`src/rtl/ysyx_25010008_pkg.sv`:
```
// ysyx_25010008_pkg: shared LSU state encodings, access size codes and byte-lane masks
package ysyx_25010008_pkg;

    typedef enum logic [2:0] {
        LSU_IDLE,
        LSU_AR,
        LSU_R,
        LSU_AW,
        LSU_W,
        LSU_B,
        LSU_RESP
    } lsu_state_e;

    localparam logic [1:0] SZ_B = 2'd0;
    localparam logic [1:0] SZ_H = 2'd1;
    localparam logic [1:0] SZ_W = 2'd2;

    localparam logic [3:0] MASK_B = 4'b0001;
    localparam logic [3:0] MASK_H = 4'b0011;
    localparam logic [3:0] MASK_W = 4'b1111;

endpackage

```
`src/rtl/ysyx_25010008_lsu_align.sv`:
```
// ysyx_25010008_lsu_align: store lane steering / strobe generation and load extract / extension
module ysyx_25010008_lsu_align
    import ysyx_25010008_pkg::*;
(
    input  logic [1:0]  off_i,
    input  logic [1:0]  size_i,
    input  logic        unsigned_i,
    input  logic [31:0] wdata_i,
    input  logic [31:0] rdata_i,
    output logic [31:0] wdata_o,
    output logic [3:0]  wstrb_o,
    output logic [31:0] rdata_o
);

    logic [4:0]  sh;
    logic [3:0]  base;
    logic [31:0] x;
    logic        s;

    assign sh = {off_i, 3'b000};

    // size code 3 falls through to the word cases
    always_comb begin
        base    = size_i == SZ_B ? MASK_B : size_i == SZ_H ? MASK_H : MASK_W;
        wstrb_o = base << off_i;
        wdata_o = wdata_i << sh;
        x       = rdata_i >> sh;
        s       = ~unsigned_i;
        rdata_o = size_i == SZ_B ? {{24{s & x[7]}}, x[7:0]} :
                  size_i == SZ_H ? {{16{s & x[15]}}, x[15:0]} : x;
    end

endmodule

```
`src/rtl/ysyx_25010008_lsu.sv`:
```
// ysyx_25010008_lsu: single-outstanding load/store unit bridging EXU requests onto AXI-lite
module ysyx_25010008_lsu
    import ysyx_25010008_pkg::*;
#(
    parameter bit MISALIGN_CHK    = 1'b1,
    parameter int RESET_PC_UNUSED = 0
) (
    input  logic        clk,
    input  logic        rst,
    input  logic        req_valid,
    output logic        req_ready,
    input  logic        req_wen,
    input  logic [31:0] req_addr,
    input  logic [31:0] req_wdata,
    input  logic [1:0]  req_size,
    input  logic        req_unsigned,
    output logic        resp_valid,
    input  logic        resp_ready,
    output logic [31:0] resp_rdata,
    output logic        resp_err,
    output logic [31:0] araddr,
    output logic        arvalid,
    input  logic        arready,
    input  logic [31:0] rdata,
    input  logic        rresp,
    input  logic        rvalid,
    output logic        rready,
    output logic [31:0] awaddr,
    output logic        awvalid,
    input  logic        awready,
    output logic [31:0] wdata,
    output logic [31:0] wstrb,
    output logic        wvalid,
    input  logic        wready,
    input  logic        bresp,
    input  logic        bvalid,
    output logic        bready
);

    lsu_state_e  state_q;
    logic [31:0] addr_q;
    logic [31:0] wdata_q;
    logic [31:0] rdata_q;
    logic [1:0]  size_q;
    logic        uns_q;
    logic        wen_q;
    logic        err_q;
    logic [31:0] st_wdata;
    logic [31:0] ld_rdata;
    logic [3:0]  st_mask;
    logic        misaligned;
    logic        unused_pc;

    assign unused_pc  = ^RESET_PC_UNUSED;
    assign misaligned = MISALIGN_CHK && ((req_size == SZ_H && req_addr[0]) ||
                                         (req_size[1] && req_addr[1:0] != 2'b00));

    ysyx_25010008_lsu_align u_align (
        .off_i      (addr_q[1:0]),
        .size_i     (size_q),
        .unsigned_i (uns_q),
        .wdata_i    (wdata_q),
        .rdata_i    (rdata),
        .wdata_o    (st_wdata),
        .wstrb_o    (st_mask),
        .rdata_o    (ld_rdata)
    );

    // every bus-facing output decodes from registered state only
    assign req_ready  = state_q == LSU_IDLE;
    assign arvalid    = state_q == LSU_AR;
    assign rready     = state_q == LSU_R;
    assign awvalid    = state_q == LSU_AW;
    assign wvalid     = state_q == LSU_W;
    assign bready     = state_q == LSU_B;
    assign resp_valid = state_q == LSU_RESP;
    assign araddr     = {addr_q[31:2], 2'b00};
    assign awaddr     = {addr_q[31:2], 2'b00};
    assign wdata      = st_wdata;
    assign wstrb      = {28'b0, wen_q ? st_mask : 4'b0000};
    assign resp_rdata = rdata_q;
    assign resp_err   = err_q;

    // transaction sequencer: latch request, walk the channel handshakes, hold response
    always_ff @(posedge clk) begin
        if (rst) begin
            state_q <= LSU_IDLE;
            addr_q  <= '0;
            wdata_q <= '0;
            rdata_q <= '0;
            size_q  <= SZ_B;
            uns_q   <= 1'b0;
            wen_q   <= 1'b0;
            err_q   <= 1'b0;
        end else begin
            case (state_q)
                LSU_IDLE: if (req_valid) begin
                    addr_q  <= req_addr;
                    wdata_q <= req_wdata;
                    size_q  <= req_size;
                    uns_q   <= req_unsigned;
                    wen_q   <= req_wen;
                    rdata_q <= '0;
                    err_q   <= misaligned;
                    state_q <= misaligned ? LSU_RESP : (req_wen ? LSU_AW : LSU_AR);
                end
                LSU_AR: if (arready) state_q <= LSU_R;
                LSU_R: if (rvalid) begin
                    rdata_q <= ld_rdata;
                    err_q   <= rresp;
                    state_q <= LSU_RESP;
                end
                LSU_AW: if (awready) state_q <= LSU_W;
                LSU_W: if (wready) state_q <= LSU_B;
                LSU_B: if (bvalid) begin
                    err_q   <= bresp;
                    state_q <= LSU_RESP;
                end
                LSU_RESP: if (resp_ready) state_q <= LSU_IDLE;
                default: state_q <= LSU_IDLE;
            endcase
        end
    end

endmodule

```
`config.mk`:
```
export PLATFORM = sky130hd
export DESIGN_NAME = ysyx_25010008_lsu
export DESIGN_NICKNAME = d
export VERILOG_FILES = /design/src/rtl/ysyx_25010008_pkg.sv /design/src/rtl/ysyx_25010008_lsu_align.sv /design/src/rtl/ysyx_25010008_lsu.sv
export SDC_FILE = /design/constraint.sdc
export NUM_CORES = 1
export LEC_CHECK = 0
export BUFFER_PORTS_ARGS = -buffer_cell sky130_fd_sc_hd__buf_2
export CELL_PAD_IN_SITES_DETAIL_PLACEMENT = 1
export CELL_PAD_IN_SITES_GLOBAL_PLACEMENT = 2
export CORE_MARGIN = 2
export CORE_UTILIZATION = 27
export DETAILED_ROUTE_END_ITERATION = 8
export PLACE_DENSITY = 0.83
export SYNTH_ARGS = -nofsm -noshare
export SYNTH_HDL_FRONTEND = slang
export SYNTH_SLANG_ARGS = --single-unit
```
`constraint.sdc`:
```
create_clock -name clk -period 3.2 [get_ports clk]
set_input_delay 0.64 -clock clk [delete_from_list [all_inputs] [get_ports clk]]
set_output_delay 0.64 -clock clk [all_outputs]
set_load 0.005 [all_outputs]
```
==> results of run 1 <==
-- power groups by stage --
stage / Clock (mW) / Sequential, mW / Combinational [mW]
final: 1.24 / 1.67 / 1.43
after detailed placement: 0 / 1.71 / 1.47
after global placement: 0 / 1.70 / 1.44
after global routing: 1.33 / 1.71 / 1.61
after CTS: 1.29 / 1.68 / 1.47
after floorplan: 0 / 1.62 / 1.15
-- cell type report --
class / count / area [um^2] / area share (%)
clock buffer: 10 / 239.0 / 3.474
clock inverter: 6 / 91.34 / 1.328
inverter: 3 / 11.26 / 0.1637
multi-input combinational: 480 / 2788 / 40.52
sequential: 104 / 2085 / 30.30
tap: 275 / 344.1 / 5.002
timing repair buffer: 256 / 1321 / 19.21
-- metal layers --
layer	share of wire [%]	GRT usage, %	vias up
li1	-	-	2578
met1	42	19.65	2583
met2	50	28.28	156
met3	6.2	3.506	21
met4	1.8	5.762	4
met5	0.15	0	-
-- state kept, by name, indices dropped and copies added, names as in the netlist --
| register | count |
|---|---|
| addr_q | 32 |
| resp_rdata | 32 |
| wdata_q | 32 |
| state_q | 3 |
| size_q | 2 |
| resp_err | 1 |
| uns_q | 1 |
| wen_q | 1 |
-- worst min path at each step --
stage               endpoint  slack, ns  cells past startpoint
2_1_floorplan    wdata_q[24]       0.43                      2
3_3_place_gp     wdata_q[31]       0.44                      2
3_5_place_dp     wdata_q[31]       0.45                      2
4_1_cts          wdata_q[31]       0.46                      2
5_1_grt          wdata_q[20]       0.48                      2
6_report       resp_rdata[7]       0.46                      2
-- per-stage QoR --
stage | area [um^2] | setup WS (ns) | power [mW] | utilization, %
floorplan | 5832 | 1.198 | 2.763 | -
global placement | 6549 | 0.9763 | 3.149 | 31.35
detailed placement | 6549 | 0.8522 | 3.174 | 31.35
CTS | 6879 | 0.5710 | 4.435 | 32.93
global route | 6879 | 0.4785 | 4.660 | 32.93
finish | 6879 | 0.6229 | 4.351 | 32.93
-- worst min-delay path, cell delays in order (launching register included) --
cell and delay, ns:
dfxtp_1 0.31, nand2_1 0.05, a21oi_1 0.05
-- layout by cell type, fill, tap and decap left out, types with 2 or more instances in the layout --
cell	netlist	routed
a211oi_1	10	10
a21oi_1	88	88
a221o_1	7	7
a22o_1	8	8
a22oi_1	13	13
a2bb2oi_1	3	3
a31oi_1	2	2
and2_1	10	9
and3_1	2	2
buf_2	22	245
buf_4	100	10
bufinv_16	0	2
clkbuf_16	0	9
clkinv_4	0	2
conb_1	1	32
dfxtp_1	104	102
dfxtp_2	0	2
inv_1	3	3
mux2_2	7	7
mux2i_1	28	28
mux4_2	7	7
nand2_1	156	155
nand2b_1	4	4
nand3_1	2	2
nand4b_1	2	2
nor2_1	30	30
nor2b_1	10	10
nor3_1	4	4
nor3b_1	2	2
o211ai_1	2	2
o21a_1	3	3
o21ai_0	28	28
-- logic make-up after synthesis --
logic type,count (synthesis),synth area share (%)
and+or+nand+nor,233,18.37
other,1,0.06561
buffers and inverters,148,16.90
AOI/OAI and AO/OA,171,18.78
xor gates and xnor gates,1,0.1533
muxes,43,9.304
DFF,104,36.43
==> out/metrics.cfg, run 1 <==
[drt]
routed_wire_length_per_instance_um=16.31
wirelength_um=18500
drtIter0Drc=152
vias_per_cell=4.711
post-route-drc-count=0
detail-route-antenna-nets=0
num_vias=5342
drt_pass1_iterations=4

[pwr]
swShare_pct=35.57
pwr-share-seq_pct=38.5
clockPowerShare_pct=28.5
power.leakage_nw=3.127
vdd_drop_max_v=0.0002353
power_density_nw_per_um2=632.4
p_switching_mw=1.547
p_int_mw=2.803
combPwrFrac_pct=33.0

[floorplanning]
rows=53
initial_utilization_pct=27.36
io_pins=279
dieArea_um2=22350
coreArea_um2=20890
die_x_um=149.5
die_y_um=149.5

[critical_path]
crit_path_start_kind=register
path_max_fanout=57
path_depth=4
crit_family=buffers and inverters
critPathKind=reg -> out
rr_endpoint=resp_rdata[17]
critical_path.endpoint_type=output pin
cp-endpoint=wdata[26]
cp_data_arrival_time_ns=1.94
critPathBufInv=2
crit_chain=buf_4 > mux2i_1 > a21oi_1 > buf_2
max_stage_delay_ns=0.58
crit_start=addr_q[1]
worst_path_max_delay_cell=buf_4
ff2ff_path_depth=5
crit-reg2reg-launch=addr_q[1]
critical_path_required_ns=2.56
r2r_slack_ns=0.85

[clocking]
cts_tree=done
cts_max_level=3
clock_latency_ns=0.36
ctsRootBufferMaster=clkbuf_16
clock_sinks=104
cts.path.max_buffers=2
cts_hold_buf=0
cts_setup_buffers=0
numCtsBuffers=9
cts_resized=0
clkTransAtPathRegs_ns=0.07

[place]
hpwlAfterDp_um=13900
io_buffers=246
placedCellCount=1118
gp_congestion=0.7674

[yosys]
ys_seq_area_share_pct=36.43
synth.distinct_cells=51
synth-edff-count=0
yosys-top-cells-count=156 x nand2_1, 104 x dfxtp_1, 100 x buf_4, 88 x a21oi_1, 30 x nor2_1
yosysMostFrequentCell=nand2_1
syn-instance-count=701
ys_ff_latch=104
syn-cell-area_um2=5715
synth_flop_cell=dfxtp_1
yosys-top-cells-area=dfxtp_1 36%, buf_4 13%, nand2_1 10%
synth_warnings=0
avgSynthCellArea_um2=8.153
yosysTopAreaCell=dfxtp_1
async_reset_ff_share_pct=0
synth_top_area_share_pct=36.43

[status]
outcome=finished clean

[layout]
drive_gt1_share_pct=34.81
nNetsFinal=965
diodes=0
instances_no_fill=1134
areaGrowthSynthToFinish_pct=20.36
num-fill-cells=2572

[flow_run]
cap_violations=0

[sta]
grt_setup_unrepaired=false
period_share_pct=80.53
hold_viol_final=0
holdWs_ns=0.4555
setup_violations=0
setup_tns_ns=0
max_slew_margin_pct=36.74
slew_viol_final=0
period_needed_ns=2.577
tightest_slew_ns=0.9455
fin_skew_ns=0.007469
timing.fmax_ghz=0.3880

[global_routing]
grt_overflow=0
grt_usage_pct=16.22
antenna_found_initial=2
grt_max_degree=69
grt_pass1_vias=5207
grt_pass1_wl_um=28320

[worst_hold_path]
hold_class=reg -> reg
holdCritStartpoint=resp_rdata[7]

Note: power is estimated with default switching activity, not from simulation.
==> inputs of run 2 (changes only) <==
--- a/config.mk
+++ b/config.mk
@@ -5,13 +5,14 @@
 export SDC_FILE = /design/constraint.sdc
 export NUM_CORES = 1
 export LEC_CHECK = 0
+export ABC_AREA = 1
 export BUFFER_PORTS_ARGS = -buffer_cell sky130_fd_sc_hd__buf_2
 export CELL_PAD_IN_SITES_DETAIL_PLACEMENT = 1
 export CELL_PAD_IN_SITES_GLOBAL_PLACEMENT = 2
 export CORE_MARGIN = 2
-export CORE_UTILIZATION = 27
+export CORE_UTILIZATION = 22
 export DETAILED_ROUTE_END_ITERATION = 8
-export PLACE_DENSITY = 0.83
+export PLACE_DENSITY = 0.75
 export SYNTH_ARGS = -nofsm -noshare
 export SYNTH_HDL_FRONTEND = slang
 export SYNTH_SLANG_ARGS = --single-unit
==> constraint.sdc (replaced) <==
create_clock -name clk -period 2.1 [get_ports clk]
set_input_delay 0.42 -clock clk [delete_from_list [all_inputs] [get_ports clk]]
set_output_delay 0.42 -clock clk [all_outputs]
set_load 0.005 [all_outputs]
==> run 2 against run 1 <==
Effect of this change:
- core utilization fell by 5.7 points
- die area up 26%
- design area rose by 5.7%
- synthesized area is 3.6% higher
- clock power grew 48%
- combinational power increased to 3.1 times the previous value
- sequential power rose by 62%
- routed wire length up 24%
==> out/metrics.cfg, run 2 <==
[status]
outcome=finished clean

[floorplanning]
die_x_um=168.1  ; +12%
die_y_um=168.1  ; +12%
dieArea_um2=28250  ; +26%
coreArea_um2=26730  ; +28%
initial_utilization_pct=22.16  ; -5.2 points
rows=60  ; +13%
io_pins=279  ; unchanged

[clocking]
numCtsBuffers=9  ; unchanged
clock_sinks=104  ; unchanged
cts.path.max_buffers=2  ; unchanged
cts_tree=done
clkTransAtPathRegs_ns=0.08  ; about the same
cts_hold_buf=0  ; unchanged
ctsRootBufferMaster=clkbuf_16
cts_max_level=3  ; unchanged
clock_latency_ns=0.36  ; about the same

[global_routing]
grt_max_degree=76  ; +10%
grt_overflow=0  ; unchanged
grt_usage_pct=15.54  ; -0.69 points
grt_pass1_vias=6057  ; +16%
antenna_found_initial=4  ; +2
grt_pass1_wl_um=34290  ; +21%

[worst_hold_path]
holdCritStartpoint=req_addr[3]
hold_class=in -> reg

[sta]
setup_violations=0  ; unchanged
grt_setup_unrepaired=false
period_needed_ns=2.016
slew_viol_final=0  ; unchanged
period_share_pct=96.01
tightest_slew_ns=0.7762  ; -0.1693 ns
hold_viol_final=0  ; unchanged
timing.fmax_ghz=0.4960
fin_skew_ns=0.01094  ; +0.003469 ns
max_slew_margin_pct=48.25  ; +12 points
setup_tns_ns=0  ; unchanged

[yosys]
synth_top_area_share_pct=35.15  ; -1.3 points
synth_flop_cell=dfxtp_1
ys_seq_area_share_pct=35.15  ; -1.3 points
yosys-top-cells-area=dfxtp_1 35%, buf_4 12%, a21oi_1 11%
synth_warnings=0  ; unchanged
ys_ff_latch=104  ; unchanged
yosys-top-cells-count=157 x nand2_1, 126 x a21oi_1, 104 x dfxtp_1, 97 x buf_4, 70 x o21ai_0
synth.distinct_cells=31  ; -39%
synth-edff-count=0  ; unchanged
async_reset_ff_share_pct=0  ; unchanged
syn-cell-area_um2=5923  ; +3.6%
yosysMostFrequentCell=nand2_1
yosysTopAreaCell=dfxtp_1
avgSynthCellArea_um2=6.920  ; -15%
syn-instance-count=856  ; +22%

[critical_path]
crit_path_start_kind=register
cp_data_arrival_time_ns=1.60  ; -0.34 ns
worst_path_max_delay_cell=dfxtp_4
critical_path.endpoint_type=output pin
crit_start=addr_q[0]
critical_path_required_ns=1.68  ; -0.88 ns
max_stage_delay_ns=0.41  ; -0.17 ns
crit-reg2reg-launch=addr_q[0]
critPathKind=reg -> out
crit_chain=inv_2 > buf_12 > o21ai_0 > a21oi_1 > a21oi_2 > buf_2
path_max_fanout=19  ; -67%

[pwr]
p_switching_mw=4.009  ; +160%
vdd_drop_max_v=0.0004301  ; +83%
pwr-share-seq_pct=30.0  ; -8.5 points
p_int_mw=5.010  ; +79%
power.leakage_nw=3.426  ; +9.6%
clockPowerShare_pct=20.4  ; -8.1 points
power_density_nw_per_um2=1241  ; +96%
swShare_pct=44.45  ; +8.9 points
combPwrFrac_pct=49.6  ; +17 points

[place]
io_buffers=246  ; unchanged
gp_congestion=0.7648  ; -0.34%
hpwlAfterDp_um=16450  ; +18%
place_area_um2=6894  ; +5.3%

[layout]
drive_gt1_share_pct=31.46  ; -3.3 points
multi_input_area_um2=2715  ; -2.6%
nNetsFinal=1120  ; +16%
final_cell_mix=245 x buf_2, 157 x nand2_1, 125 x a21oi_1
seq_area_um2=2087  ; +0.12%
num-fill-cells=3404  ; +32%
design_area_um2=7269  ; +5.7%
final_common_cell=buf_2
fin_util_pct=27.20  ; -5.7 points
areaGrowthSynthToFinish_pct=22.73

[drt]
num_vias=6117  ; +15%
vias_per_cell=4.508  ; -4.3%
drtIter0Drc=218  ; +43%
routed_wire_length_per_instance_um=16.87  ; +3.4%
wirelength_um=22900  ; +24%
post-route-drc-count=0  ; unchanged
drt_pass1_iterations=4  ; unchanged
detail-route-antenna-nets=0  ; unchanged

[flow_run]
cap_violations=0  ; unchanged

==> run 2: per-stage QoR <==
step	hold slack [ns]	setup slack (ns)	std cells	total power [mW]
after floorplan	0.4355	0.4873	887	5.717
after global placement	0.4512	0.3268	1338	7.126
after detailed placement	0.4539	0.2921	1338	7.154
after CTS	0.3055	0.007172	1354	9.087
after global routing	0.3134	0.0006791	1356	9.785
final	0.3212	0.08387	1357	9.019
==> run 2: worst paths after layout <==
path | to | slack (ns) | depth (start not counted)
max reg2reg | resp_rdata[10] | 0.24 | 7
min | addr_q[3] | 0.32 | 3
min reg2reg | resp_rdata[21] | 0.46 | 2
max | wdata[31] | 0.08 | 6
==> run 2: cell type report <==
type	count	area share, %
Antenna cell	2	0.06885
Clock buffer	10	3.287
Clock inverter	6	1.015
Inverter	63	3.391
Multi-Input combinational cell	566	37.35
Sequential cell	104	28.71
Tap cell	341	5.869
Timing Repair Buffer	265	20.31
==> run 2: metal layers <==
metal,vias up,wire (um),track usage [%]
li1,3007,-,-
met1,2917,9991,19.11
met2,177,11230,27.13
met3,14,1467,4.208
met4,2,194,3.486
met5,-,13,0
==> run 2: repair_timing <==
action                                  in CTS  in global routing
setup buffers                                0                  0
gates cloned                                 0                  1
gates resized for setup                      7                  8
endpoints found under the setup margin      10                 13
==> run 2: critical path, delay by kind of cell (launching register included) <==
family | cells | cell delay [ns]
AO/OA/AOI/OAI | 3 | 0.39
buffers and inverters | 3 | 0.44
flip-flops | 1 | 0.41
==> run 2: cells by family after synthesis <==
group	Yosys count	synth area share, %
simple gates	304	22.60
compound gates	230	20.93
buf+inv	217	21.25
flops	104	35.15
other cells	1	0.06331
==> run 2: power by group through the flow <==
stage          combinational [mW]  sequential (mW)  clock, mW
5_1_grt                      5.01             2.78       1.99
3_3_place_gp                 4.39             2.73          0
4_1_cts                      4.46             2.71       1.92
6_report                     4.47             2.71       1.84
2_1_floorplan                3.06             2.66          0
3_5_place_dp                 4.41             2.75          0
